**src/rtl/demux5_reg.sv**
```systemverilog
// demux5_reg: registered 1-to-5 distributor.
// Writes data_in into one of five holding registers picked by selector. Each
// slot has a valid flag that its consumer clears with ack. Loads into a full
// slot are dropped and flagged. Every output comes straight from a flop.
module demux5_reg #(
  parameter int unsigned DATA_WIDTH = 32
) (
  input  logic                  clk,
  input  logic                  reset,
  input  logic                  load,
  input  logic [2:0]            selector,
  input  logic [DATA_WIDTH-1:0] data_in,
  input  logic [4:0]            ack,
  input  logic                  clr_err,
  output logic [DATA_WIDTH-1:0] data_out_0,
  output logic [DATA_WIDTH-1:0] data_out_1,
  output logic [DATA_WIDTH-1:0] data_out_2,
  output logic [DATA_WIDTH-1:0] data_out_3,
  output logic [DATA_WIDTH-1:0] data_out_4,
  output logic [4:0]            valid,
  output logic                  overflow,
  output logic                  bad_sel,
  output logic [7:0]            load_cnt
);

  localparam int unsigned NSLOT   = 5;
  localparam int unsigned CNT_W   = 8;
  localparam logic [2:0]  MAX_SEL = 3'd4;

  logic [DATA_WIDTH-1:0] slot_q [NSLOT];
  logic [NSLOT-1:0]      valid_q;
  logic                  overflow_q;
  logic                  bad_sel_q;
  logic [CNT_W-1:0]      load_cnt_q;

  logic [NSLOT-1:0]      load_hit_c;
  logic [NSLOT-1:0]      accept_c;
  logic                  drop_c;
  logic                  illegal_c;

  // Decode the selector and work out which load, if any, is accepted.
  always_comb begin
    load_hit_c = '0;
    accept_c   = '0;
    drop_c     = 1'b0;
    illegal_c  = load && (selector > MAX_SEL);
    for (int unsigned i = 0; i < NSLOT; i++) begin
      load_hit_c[i] = load && (selector == 3'(i));
      // A full slot can still take a new word if its consumer drains it now.
      accept_c[i]   = load_hit_c[i] && (!valid_q[i] || ack[i]);
    end
    drop_c = |(load_hit_c & valid_q & ~ack);
  end

  // Slot data registers; a slot only changes when its load is accepted.
  always_ff @(posedge clk or posedge reset) begin
    if (reset) begin
      for (int unsigned i = 0; i < NSLOT; i++) begin
        slot_q[i] <= '0;
      end
    end else begin
      for (int unsigned i = 0; i < NSLOT; i++) begin
        if (accept_c[i]) begin
          slot_q[i] <= data_in;
        end
      end
    end
  end

  // Valid flags: ack drains, an accepted load refills (refill wins).
  always_ff @(posedge clk or posedge reset) begin
    if (reset) begin
      valid_q <= '0;
    end else begin
      valid_q <= (valid_q & ~ack) | accept_c;
    end
  end

  // Sticky overflow; a new drop in the same cycle beats clr_err.
  always_ff @(posedge clk or posedge reset) begin
    if (reset) begin
      overflow_q <= 1'b0;
    end else begin
      overflow_q <= drop_c || (overflow_q && !clr_err);
    end
  end

  // Single-cycle pulse for a load aimed at a nonexistent slot.
  always_ff @(posedge clk or posedge reset) begin
    if (reset) begin
      bad_sel_q <= 1'b0;
    end else begin
      bad_sel_q <= illegal_c;
    end
  end

  // Count of accepted loads, free-running wrap.
  always_ff @(posedge clk or posedge reset) begin
    if (reset) begin
      load_cnt_q <= '0;
    end else if (|accept_c) begin
      load_cnt_q <= load_cnt_q + CNT_W'(1);
    end
  end

  assign data_out_0 = slot_q[0];
  assign data_out_1 = slot_q[1];
  assign data_out_2 = slot_q[2];
  assign data_out_3 = slot_q[3];
  assign data_out_4 = slot_q[4];
  assign valid      = valid_q;
  assign overflow   = overflow_q;
  assign bad_sel    = bad_sel_q;
  assign load_cnt   = load_cnt_q;

endmodule

```
**config.mk**
```make
export PLATFORM = sky130hd
export DESIGN_NAME = demux5_reg
export DESIGN_NICKNAME = d
export VERILOG_FILES = /design/src/rtl/demux5_reg.sv
export SDC_FILE = /design/constraint.sdc
export NUM_CORES = 1
export LEC_CHECK = 0
export BUFFER_PORTS_ARGS = -buffer_cell sky130_fd_sc_hd__buf_4
export CORE_MARGIN = 10
export CORE_UTILIZATION = 45
export CTS_CLUSTER_SIZE = 28
export DETAILED_ROUTE_END_ITERATION = 10
export PLACE_DENSITY_LB_ADDON = 0.1
export SKIP_LAST_GASP = 1
export SYNTH_ARGS = -nofsm -noshare
export SYNTH_HDL_FRONTEND = slang
export SYNTH_SLANG_ARGS = --single-unit
```
**constraint.sdc**
```tcl
create_clock -name clk -period 16.35 [get_ports clk]
set_clock_uncertainty 0.1 [all_clocks]
set_input_delay 3.27 -clock clk [delete_from_list [all_inputs] [get_ports clk]]
set_output_delay 3.27 -clock clk [all_outputs]
set_load 0.02 [all_outputs]
```
==> metrics.txt, run 1 <==
run status completed; final total power 1.41 mW; number of diodes 0; ys flop type dfrtp_1; total iterations of the first detailed-routing run 4; R2R setup slack 14.30 ns; Ys Warns 0; largest net degree at the start of global routing 115; EDFF count, synth 0; final HPWL from detailed placement 12400 µm; global-route wire length before repair 27000 µm; Post-Syn Area 6740 µm²; Max transition margin 31.4%; cts bufs inserted 17; type of origin of the critical path primary input; fmax 0.210 GHz; Multi-input gate area 2250 µm²; MaxCap Viol Count 0; share of flip-flops with an asynchronous set or reset 100%; Storage cell area 4380 µm²; hold depth 1; Worst VDD drop 0.0849 mV; Mapped Cells 412; CTS tree yes; Max Slew Vio Count 0; worst reg2reg endpoint data_out_4[8]; final setup violation count 0; final wirelength 17400 µm; Layout area overhead 35.6%; vias in the first global route 4626; H-tree Lvls 4; Period minus WS final 4.77 ns; Post-CTS Hold Fix Bufs 0; Final Wtd Congestion 0.772; Initial Util 46.2%; root cell of the clock tree clkbuf_16; #FFs+latches synth 175; min-delay src load_cnt[7]; Final TNS setup 0 ns; initial antenna violation count 0; synth unique cells 33; synth cell count leaders 175 x dfrtp_1, 136 x mux2_1, 26 x mux2_2, 12 x buf_2, 9 x nand2_1; Nets 680; sequential-to-total area share from yosys stat 65.0%; Avg WL per Cell 20.9 µm; num rows 44; share of layout cells above drive strength 1 44.8%; Synth area leaders dfrtp_1 65%, mux2_1 23%, mux2_2 4.3%; core area 14600 µm²; gr usage total 17.2%; post-CTS resize count 0; drt drc 0; WHS 0.373 ns; postcts setup bufs 0; FF-to-FF Start valid[4]; clock-pin slew on the worst setup and hold paths 0.06 ns; CP endpoint kind register; number of vias per cell 5.09; R2R depth 3; LEAKAGE 4.37 nW; crit share post-route 29.2%; PD cells 154 nW/µm²; Clock Path Buffers 2; WP data required 16.56 ns; RSZ-0062 raised after global routing false; Yosys top cell by area dfrtp_1; Final ANT Viol Nets 0; die area 20300 µm²; Vias 4239; CP Data Arrival Time 4.98 ns; Synth Net Count 457; number of I/O pins 219; FILL cells 1123; grt total ovfl 0; first-iteration detailed-routing DRC count 120; hold crit path type reg2reg; Hold EP load_cnt[7]; Slew @ Worst Pin 1.03 ns; count of input and output buffers 218; Final Hold Viols 0; critical path type in2reg; most numerous cell in the Yosys netlist dfrtp_1; Clock Latency Late Sink 0.42 ns; Num Clock Sinks 175; Avg Inst Size Synth 16.4 µm²; crit path max fanout 32; Synth top area share 65.0%; Die Span Y 142 µm; die width 142 µm
layer usage:
metal,vias up,wire [µm],track usage [%]
met5,-,0,0
met4,0,285,5.86
met3,19,1640,8.38
met2,137,8630,28.0
met1,2167,6810,19.4
li1,1916,-,-
power breakdown:
part           internal (mW)  leakage [nW]  switching (mW)
clock network          0.241         0.280           0.169
registers              0.530          2.11          0.0605
logic                  0.185          1.99           0.225
total                  0.955          4.37           0.455
layout by cell type (no fill, tap or decap), types with 2 or more instances in the layout:
cell	Yosys	layout
nand2_1	9	8
bufinv_16	0	3
inv_1	6	5
clkinvlp_4	0	4
inv_6	0	2
nor2b_1	2	2
nand2b_1	6	6
mux2_2	26	26
dfrtp_1	175	175
clkinv_2	0	2
a31oi_1	4	4
nand2_2	2	3
clkbuf_1	0	2
nand4_1	2	2
buf_4	4	220
clkinv_4	0	3
nand3_1	3	3
o22ai_1	2	2
xor2_1	5	5
clkbuf_16	0	17
mux2_1	136	136
critical path, cell delays in order:
cell and delay (ns):
buf_4 0.15, nor4b_4 0.40, nand2_2 0.60, mux2_1 0.54
area by class of cell:
cell class	count	share of cell area (%)
Multi-Input combinational cell	215	24.7
Timing Repair Buffer	220	18.1
Inverter	6	0.301
Tap cell	184	2.52
Clock inverter	13	1.81
Sequential cell	175	47.9
Clock buffer	19	4.74
logic make-up after synthesis:
family,count (synthesis),share of synthesized area (%)
compound gates,13,1.97
xor+xnor,6,0.780
fa+ha+maj,1,0.186
buf+inv,22,1.67
flops,175,65.0
mux,162,27.1
simple gates,33,3.34
registers in the layout, indices dropped and copies added (netlist names):
name / flops
bad_sel: 1
overflow: 1
data_out_2: 32
load_cnt: 8
data_out_4: 32
data_out_3: 32
data_out_1: 32
data_out_0: 32
valid: 5
how the worst max path moves through the flow:
stage,startpoint,to,slack [ns]
3_5_place_dp,selector[2],data_out_3[30],11.09
5_1_grt,selector[0],data_out_0[3],11.48
2_1_floorplan,reset,bad_sel,8.23
3_3_place_gp,selector[2],data_out_3[31],11.15
6_report,selector[0],data_out_0[11],11.58
4_1_cts,selector[2],data_out_3[30],11.54
per-stage QoR:
| stage | cells | setup WS (ns) | area (µm²) | utilization [%] |
|---|---|---|---|---|
| after floorplan | 412 | 8.23 | 6740 | - |
| after global placement | 800 | 11.15 | 8540 | 58.6 |
| after detailed placement | 800 | 11.09 | 8540 | 58.6 |
| after CTS | 832 | 11.54 | 9140 | 62.7 |
| after global routing | 832 | 11.48 | 9140 | 62.7 |
| final | 832 | 11.58 | 9140 | 62.7 |
Note: power is estimated with default switching activity, not from simulation.
==> run 2: changes to the inputs <==
==> constraint.sdc (replaced) <==
create_clock -name clk -period 4.41 [get_ports clk]
set_clock_uncertainty 0.1 [all_clocks]
set_input_delay 0.882 -clock clk [delete_from_list [all_inputs] [get_ports clk]]
set_output_delay 0.882 -clock clk [all_outputs]
set_load 0.02 [all_outputs]
==> metrics.txt, run 2 (synthesis results as in run 1) <==
dpl cells 801; share of layout cells above drive strength 1 44.1%; postcts setup bufs 0; WP data required 4.61 ns; post-CTS resize count 0; most frequent cells in the layout 219 x buf_4, 175 x dfrtp_1, 136 x mux2_1; Layout area overhead 36.1%; root cell of the clock tree clkbuf_16; count of input and output buffers 218; hold crit path type reg2reg; Layout Cell Area excl Fill 9170 µm²; WHS 0.382 ns; RSZ-0062 raised after global routing false; final setup violation count 0; H-tree Lvls 4; Storage cell area 4380 µm²; final HPWL from detailed placement 12500 µm; MaxCap Viol Count 0; crit path max fanout 32; Nets 681; Final TNS setup 0 ns; final wirelength 17300 µm; core area 14600 µm²; Post-CTS Hold Fix Bufs 0; drt drc 0; global-route wire length before repair 26900 µm; Worst VDD drop 0.363 mV; Initial Util 46.2%; fmax 0.421 GHz; Slew @ Worst Pin 1.03 ns; initial antenna violation count 0; hold depth 1; die area 20300 µm²; Slowest-stage cell, CP nor2_4; max incr delay on CP 0.83 ns; number of vias per cell 5.09; min-delay src load_cnt[7]; clock-pin slew on the worst setup and hold paths 0.06 ns; number of I/O pins 219; cts bufs inserted 17; met2 Usage GRT 28.1%; met1 GRT Util 18.6%; number of diodes 0; R2R setup slack 2.38 ns; CTS tree yes; LEAKAGE 4.39 nW; commonest non-fill, non-tap cell in the layout buf_4; grt total ovfl 0; Finished Layout Cells 833; CP Cell Sequence buf_4 -> nand4b_2 -> nor2_4 -> mux2_2; CP top delay family simple AND/OR/NAND/NOR gates; die width 142 µm; Avg WL per Cell 20.7 µm; crit share post-route 53.9%; type of origin of the critical path primary input; Final ANT Viol Nets 0; Vias 4238; Final Hold Viols 0; CP startpoint selector[2]; largest net degree at the start of global routing 81; M3 GR Usage 8.78%; CP Data Arrival Time 2.58 ns; Period minus WS final 2.38 ns; Final Wtd Congestion 0.756; worst reg2reg endpoint data_out_3[31]; Critical path buffers and inverters 1; critical path type in2reg; R2R depth 3; Clock Path Buffers 2; num rows 44; Hold EP load_cnt[7]; placed inst area 8570 µm²; first-iteration detailed-routing DRC count 180; Most Used Layer, Global Route met2; gr usage total 17.0%; Num Clock Sinks 175; Die Span Y 142 µm; Multi-input gate area 2250 µm²; run status completed; total iterations of the first detailed-routing run 4; Max transition margin 31.4%; CP endpoint kind register; FILL cells 1131; FF-to-FF Start valid[3]; Clock Latency Late Sink 0.42 ns; Max Slew Vio Count 0; vias in the first global route 4767; PD cells 569 nW/µm²
## run 2: worst register-to-register path, stage by stage (launching register included)
cell,delay (ns)
dfrtp_1,0.39
nor2b_1,0.19
nor2_4,0.81
mux2_2,0.42
## run 2: how the worst max path moves through the flow
stage                           to  slack (ns)  cells after the start
floorplan                  bad_sel        1.19                      1
global placement    data_out_3[31]        1.59                      4
detailed placement  data_out_0[13]        1.54                      4
CTS                 data_out_0[31]        2.00                      4
global route        data_out_3[30]        1.91                      4
finish              data_out_3[31]        2.03                      4
## run 2: stage by stage
step                      power (mW)  setup slack (ns)  utilization, %
after floorplan                 2.95              1.19               -
after CTS                       5.28              2.00            62.9
after global routing            5.47              1.91            62.9
after global placement          3.73              1.59            58.8
final                           5.21              2.03            62.9
after detailed placement        3.77              1.54            58.8
## run 2: power breakdown
group          leakage, nW  total (mW)  switching, mW  internal, mW
sequential            2.11        2.20          0.230          1.97
clock                0.286        1.50          0.565         0.937
combinational         2.00        1.52          0.830         0.687
total                 4.39        5.21           1.62          3.59
## run 2: cell type report
cell class / instances / share of cell area, %
sequential: 175 / 47.8
multi-input combinational: 215 / 24.6
timing repair buffer: 221 / 18.4
clock buffer: 27 / 5.38
tap: 184 / 2.51
clock inverter: 5 / 1.12
inverter: 6 / 0.287
## run 2: per-layer routing
metal  vias up  share of wire (%)  wire [µm]
li1       1913                  -          -
met1      2170                 39       6670
met2       138                 49       8490
met3        17                 11       1870
met4         0                1.3        222
met5         -                  0          0
